### config.mk
export PLATFORM = sky130hd
export DESIGN_NAME = dm_arbiter
export DESIGN_NICKNAME = d
export VERILOG_FILES = /design/src/rtl/dm_arbiter.sv
export SDC_FILE = /design/constraint.sdc
export NUM_CORES = 1
export LEC_CHECK = 0
export ABC_AREA = 1
export CAP_MARGIN = 20
export CELL_PAD_IN_SITES_DETAIL_PLACEMENT = 1
export CELL_PAD_IN_SITES_GLOBAL_PLACEMENT = 1
export CORE_MARGIN = 2
export CORE_UTILIZATION = 10
export CTS_BUF_LIST = sky130_fd_sc_hd__clkbuf_8 sky130_fd_sc_hd__clkbuf_16
export CTS_CLUSTER_DIAMETER = 40
export CTS_CLUSTER_SIZE = 40
export DETAILED_ROUTE_END_ITERATION = 7
export HOLD_SLACK_MARGIN = 0.02
export PLACE_DENSITY = 0.83
export SYNTH_ARGS = -nofsm -noshare
export SYNTH_HDL_FRONTEND = slang
export SYNTH_SLANG_ARGS = --single-unit
### constraint.sdc
create_clock -name clk -period 1.4 [get_ports clk]
set_input_delay 0.21 -clock clk [delete_from_list [all_inputs] [get_ports clk]]
set_output_delay 0.21 -clock clk [all_outputs]
set_load 0.05 [all_outputs]
### src/rtl/dm_arbiter.sv
// Two-requester arbiter in front of the single-port, synchronous-read data RAM (cpu vs debug port).
// Default build: fixed cpu priority with a dbg starvation guard; define DM_ARB_RR_EN for round-robin contention.
module dm_arbiter #(
    parameter int STARVE_MAX = 4,
    parameter int CNT_W      = 4
) (
    input  logic        clk,
    input  logic        reset,
    input  logic        cpu_req,
    input  logic [31:0] cpu_addr,
    input  logic [3:0]  cpu_wen,
    input  logic [31:0] cpu_wdata,
    output logic        cpu_gnt,
    output logic        cpu_rvalid,
    output logic [31:0] cpu_rdata,
    input  logic        dbg_req,
    input  logic [31:0] dbg_addr,
    input  logic [3:0]  dbg_wen,
    input  logic [31:0] dbg_wdata,
    output logic        dbg_gnt,
    output logic        dbg_rvalid,
    output logic [31:0] dbg_rdata,
    output logic [31:0] ram_addr,
    output logic [3:0]  ram_wen,
    output logic [31:0] ram_wdata,
    input  logic [31:0] ram_rdata
);

    typedef enum logic [1:0] {
        OWN_NONE,
        OWN_CPU,
        OWN_DBG
    } owner_t;

    owner_t rd_owner;
    logic   dbg_wins;

`ifdef DM_ARB_RR_EN
    // last_winner: 1 means dbg took the most recent contended grant.
    logic last_winner;

    always_comb begin
        dbg_wins = dbg_req && (!cpu_req || !last_winner);
    end

    always_ff @(posedge clk) begin
        if (reset) begin
            last_winner <= 1'b1;
        end else if (cpu_req && dbg_req) begin
            last_winner <= dbg_wins;
        end
    end
`else
    localparam logic [CNT_W-1:0] STARVE_LIM = CNT_W'(STARVE_MAX);

    logic [CNT_W-1:0] starve_cnt;

    always_comb begin
        dbg_wins = dbg_req && (!cpu_req || (starve_cnt == STARVE_LIM));
    end

    // Counts consecutive denied dbg cycles, holding at the limit until dbg is served.
    always_ff @(posedge clk) begin
        if (reset) begin
            starve_cnt <= '0;
        end else if (dbg_req && !dbg_gnt) begin
            if (starve_cnt != STARVE_LIM) begin
                starve_cnt <= starve_cnt + 1'b1;
            end
        end else begin
            starve_cnt <= '0;
        end
    end
`endif

    always_comb begin
        dbg_gnt = !reset && dbg_wins;
        cpu_gnt = !reset && cpu_req && !dbg_wins;
    end

    always_comb begin
        ram_addr  = dbg_gnt ? dbg_addr  : cpu_addr;
        ram_wdata = dbg_gnt ? dbg_wdata : cpu_wdata;
        if (cpu_gnt) begin
            ram_wen = cpu_wen;
        end else if (dbg_gnt) begin
            ram_wen = dbg_wen;
        end else begin
            ram_wen = 4'b0000;
        end
    end

    // Remembers who issued last cycle's read so the returning data is steered to them.
    always_ff @(posedge clk) begin
        if (reset) begin
            rd_owner <= OWN_NONE;
        end else if (cpu_gnt && (cpu_wen == 4'b0000)) begin
            rd_owner <= OWN_CPU;
        end else if (dbg_gnt && (dbg_wen == 4'b0000)) begin
            rd_owner <= OWN_DBG;
        end else begin
            rd_owner <= OWN_NONE;
        end
    end

    assign cpu_rvalid = (rd_owner == OWN_CPU);
    assign dbg_rvalid = (rd_owner == OWN_DBG);
    assign cpu_rdata  = ram_rdata;
    assign dbg_rdata  = ram_rdata;

endmodule

==> run summary, run 1 <==
post-synth net total: 510
setup slack after layout: -0.444 ns
register area: 123 um2
gr ovfl total: 0
CP Class: reg2out
WP data required: 1.19 ns
DRC violations left: 0
Setup violations, final: 70
Async SR Flop Fraction: 0%
final hold viol count: 0
overall routing resource usage: 11.8%
Slew @ Worst Pin: 0.257 ns
Syn Area/Cell: 5.32 um2
CP endpoint kind: primary output
port bufs: 211
fmax: 0.542 GHz
via count: 2903
Yosys warning count: 0
final core utilization: 35.8%
RSZ-0062 raised after global routing: true
first-pass detailed-route iteration total: 4
post-synthesis sequential area ratio: 6.72%
synthesis-to-layout area growth: 248%
area of the core: 17400 um2
worst stage delay on the critical path: 0.31 ns
final WL: 11.8 mm
Initial DRC Count: 53
# IOs: 308
worst endpoint data arrival time: 1.63 ns
wire per inst: 16.1 um
CP cell instances: inv_2 > ha_4 > nand3_4 > nand2_8 > nand2_8 > buf_12 > buf_16 > nand2_4 > nand2_4 > buf_8
largest net degree at the start of global routing: 28
slowest CP cell: dfxtp_2
startpoint types: register
Max clock buf depth: 2
final setup TNS: -26.89 ns
Post-Syn Area: 1790 um2
register bit total from synthesis: 6
vias in the first global route: 3269
number of max-cap violations: 0
Site Rows: 48
pwr dens: 490 nW/um2
CTS root buffer: clkbuf_16
Multi-input gate area: 2530 um2
post-DR vias/cell: 3.95
CTS Buf Count: 3
failing checks: negative setup slack
worst skew pair latency: 0.23 ns
Post-synth EDFFs: 0
top-area cell type share of the netlist area: 29.2%
Detailed Place HPWL: 8.53 mm
clk slew on worst S/H paths: 0.03 ns
Synth Instances: 336
nets@finish: 686
clk sink count: 6
total power: 3.05 mW
Worst Hold Class: in2out
# diodes: 0
max-slew violations: 0
final hold slack: 0.420 ns
die outline area: 19000 um2
gpl congestion: 0.721
first-pass GRT wire length: 17.2 mm
Final ANT Viol Nets: 0
Netlist cell types: 17
die height: 138 um
hold_buf cts: 0
layout cells sized above 1: 63.1%
Die Span X: 138 um
antenna violations before repair: 0
final worst-path cycle share: 132%
Post-synth top flop: dfxtp_1
top cell type by total area after synthesis: nand2_1
CTS tree: done
relative slew slack: 82.9%
Final Skew: 0.00288 ns
H-tree depth: 1
final-layout fill cell count: 1874
CP max FO: 6
final worst path period need: 1.84 ns
top post-synthesis cells by area: nand2_1 (29%), buf_4 (29%), nand3_1 (20%)
status: complete, but fails checks
leak pwr: 2.39 nW
Max VDD drop: 394 uV
initial core utilization: 10.3%
[cells in the mapped netlist (2+ instances only)]
cell type and instances:
nand3_1 73, nand4_1 2, nand2_1 139, dfxtp_1 6, buf_6 4, inv_1 9, a21oi_1 2, ha_1 2
clkbuf_1 6, nor2_1 13, buf_4 68, buf_2 7
[routing by layer]
metal / up-vias / wire [um] / GRT usage [%] / share of wire [%]
met2: 172 / 6690 / 23.7 / 57
li1: 1359 / - / - / -
met3: 23 / 1050 / 3.64 / 8.9
met4: 0 / 228 / 3.32 / 1.9
met5: - / 0 / 0 / 0
met1: 1349 / 3840 / 11.4 / 32
[layout by cell type, fill, tap and decap left out]
cell type	netlist	layout
nand2_8	0	21
nand4_1	2	2
nand3_4	0	22
a21oi_1	2	2
nand3_2	1	41
clkbuf_16	0	5
nand3_1	73	11
xnor2_1	1	1
inv_4	0	1
clkinvlp_4	0	1
dfxtp_1	6	4
ha_1	2	1
clkdlybuf4s50_1	0	136
buf_6	4	3
nor2_4	0	1
o21ai_0	1	1
nand2_4	0	81
ha_4	0	1
nand2_2	1	28
buf_8	0	64
bufbuf_16	0	1
buf_12	0	22
inv_1	9	4
dfxtp_2	0	2
nand2_1	139	10
buf_4	68	21
inv_2	0	3
nor2_1	13	13
dlygate4sd2_1	0	3
buf_16	0	4
[kinds of logic after synthesis]
group                    Yosys count  share of synthesized area [%]
AND/OR/NAND/NOR                  230                           54.3
adder cells (fa/ha/maj)            2                           1.40
XOR/XNOR                           1                          0.490
flip-flops                         6                           6.72
buffers and inverters             94                           36.2
AO/OA/AOI/OAI                      3                          0.840
[power breakdown]
group	total (mW)	switching, mW	internal, mW
Combinational	2.42	1.24	1.17
Clock	0.461	0.0942	0.366
Sequential	0.176	0.00125	0.174
[through the flow]
| step | instances | setup WS, ns | area (um2) |
|---|---|---|---|
| 4_1_cts | 732 | -0.495 | 5980 |
| 2_1_floorplan | 336 | -0.0921 | 2790 |
| 6_report | 735 | -0.444 | 6220 |
| 3_5_place_dp | 714 | -0.575 | 4730 |
| 5_1_grt | 735 | -0.508 | 6220 |
| 3_3_place_gp | 714 | -0.563 | 4730 |
[worst paths after layout]
path | startpoint | to | slack (ns) | cells after the start
worst max-delay path | starve_cnt[0] | ram_addr[9] | -0.44 | 10
worst min-delay path | ram_rdata[24] | cpu_rdata[24] | 0.42 | 0
worst max register to register | starve_cnt[0] | rd_owner[1] | 0.11 | 8
worst min register to register | starve_cnt[0] | starve_cnt[0] | 0.50 | 2
[timing repair]
action / CTS / global route
buffers inserted: 12 / 3
gates cloned: 5 / 2
gates resized for setup: 224 / 44
pin swaps: 5 / 1
setup endpoints to repair: 74 / 70
[sequential cells by signal (all words and copies together) (netlist names)]
name / flops
starve_cnt: 4
rd_owner: 2
[worst max-delay path: cells and delay by family (launching register included)]
kind / cells / cell delay, ns
flip-flops: 1 / 0.31
buffers and inverters: 4 / 0.51
AND/OR/NAND/NOR: 5 / 0.43
adder cells (fa/ha/maj): 1 / 0.14
[cell type report]
class / instances / area share [%]
timing repair buffer: 256 / 51.0
multi-input combinational: 236 / 40.7
tap: 225 / 4.52
sequential: 6 / 1.97
clock buffer: 3 / 1.21
inverter: 9 / 0.643
No activity file was read; power rests on OpenSTA's default activity.
==> inputs of run 2 (changes only) <==
- GPL_TIMING_DRIVEN: default -> 0
- HOLD_SLACK_MARGIN: 0.02 -> default
==> run 2 against run 1 <==
The run still ends with negative setup slack left. Clock-buffer cell count unchanged. Combinational power increased by 27%. Utilization increased by 6.4 points. Sequential power about the same. Via count increased by 18%. First-iteration DRC count decreased by 15%. Hold slack improved by 0.063 ns. Power increased by 22%. Cell count increased by 18%. Maximum frequency decreased by 4.6%. Wire length increased by 23%. Largest cell class unchanged. Largest power group unchanged.
==> run summary, run 2 (synthesis results as in run 1) <==
relative slew slack: 65.5%
antenna violations before repair: 0
die height: 138 um
Worst Hold Class: in2reg
H-tree depth: 1
CP Class: reg2out
via count: 3437
post-DR vias/cell: 3.95
initial core utilization: 10.3%
nets@finish: 821
final instance area: 7330 um2
commonest non-fill, non-tap cells in the layout: clkdlybuf4s50_1 (200), buf_4 (81), nand2_4 (78)
Max VDD drop: 315 uV
clk sink count: 6
CTS tree: done
clk slew on worst S/H paths: 0.03 ns
final-layout fill cell count: 1918
gpl congestion: 0.751
CP endpoint kind: primary output
Post-Layout Cell Count: 870
number of max-cap violations: 0
first-pass GRT wire length: 19.9 mm
max-slew violations: 0
# diodes: 0
port bufs: 275
synthesis-to-layout area growth: 310%
final worst path period need: 1.93 ns
worst skew pair latency: 0.23 ns
final core utilization: 42.2%
gr ovfl total: 0
first-pass detailed-route iteration total: 4
largest net degree at the start of global routing: 11
RSZ-0062 raised after global routing: true
Largest register FFs: 4
final WL: 14.6 mm
total power: 3.71 mW
fmax: 0.517 GHz
Setup violations, final: 71
CP max FO: 6
overall routing resource usage: 13.6%
layout cells sized above 1: 58.0%
Initial DRC Count: 45
Biggest register: starve_cnt
final setup TNS: -33.46 ns
final hold slack: 0.483 ns
CTS root buffer: clkbuf_16
Detailed Place HPWL: 10.7 mm
DRC violations left: 0
area of the core: 17400 um2
pwr dens: 506 nW/um2
worst endpoint data arrival time: 1.72 ns
vias in the first global route: 3773
Post-Place Setup Slack: -1.95 ns
commonest non-fill, non-tap cell in the layout: clkdlybuf4s50_1
Final ANT Viol Nets: 0
status: complete, but fails checks
setup slack after layout: -0.533 ns
wire per inst: 16.7 um
startpoint types: register
Max clock buf depth: 2
dpl cell area: 5830 um2
placed insts: 836
biggest regs: starve_cnt (4), rd_owner (2)
leak pwr: 3.01 nW
CTS Buf Count: 3
Site Rows: 48
Final Skew: 0.00165 ns
final worst-path cycle share: 138%
Slew @ Worst Pin: 0.517 ns
# IOs: 308
die outline area: 19000 um2
Die Span X: 138 um
WP data required: 1.19 ns
failing checks: negative setup slack
final hold viol count: 0
run 2: changes by cell type in the layout (fill, tap and decap cells not counted), sizes merged:
cell	previous run	this run
clkdlybuf4s50	136	200
buf	114	174
clkbuf	5	15
clkdlybuf4s15	0	1
dlygate4sd2	3	2
dlymetal6s2s	0	1
run 2: worst paths after layout:
path,start,cells after the start,to,slack (ns)
hold / removal,cpu_req,3,starve_cnt[0],0.48
hold reg to reg,starve_cnt[3],2,starve_cnt[3],0.51
setup / recovery,starve_cnt[0],10,ram_wdata[27],-0.53
setup reg to reg,starve_cnt[0],10,rd_owner[0],-0.05
run 2: routing by layer:
metal | track usage [%] | routed length, um | vias to the layer above
li1 | - | - | 1628
met4 | 3.04 | 239 | 0
met2 | 28.0 | 8450 | 173
met5 | 0 | 0 | -
met3 | 2.83 | 1220 | 16
met1 | 13.7 | 4650 | 1620
run 2: final cells by class:
type                       count  area (um2)  share of cell area, %
timing repair buffer         308        3570                   48.7
multi-input combinational    236        2500                   34.2
buffer                        83         739                   10.1
tap                          225         282                   3.84
sequential                     6         123                   1.67
clock buffer                   3        75.1                   1.02
inverter                       9        40.0                  0.546
run 2: where the power goes:
group / switching (mW) / internal (mW)
clock network: 0.103 / 0.367
registers: 0.00178 / 0.174
logic: 1.65 / 1.41
total: 1.76 / 1.95
run 2: timing repair:
item | CTS | global route
cloned | 5 | 5
endpoints found under the setup margin | 77 | 73
pin swaps | 10 | 37
hold endpoints to repair | 0 | 0
setup buffers | 19 | 5
gates resized for setup | 629 | 69
hold buffers | 0 | 0
run 2: critical path, stage by stage, from the launching register on:
cell	delay [ns]
dfxtp_2	0.33
inv_4	0.06
ha_4	0.14
nand3_4	0.10
nand2_8	0.15
buf_12	0.12
buf_12	0.14
clkbuf_16	0.16
nand3_2	0.08
nand2_4	0.07
buf_8	0.14
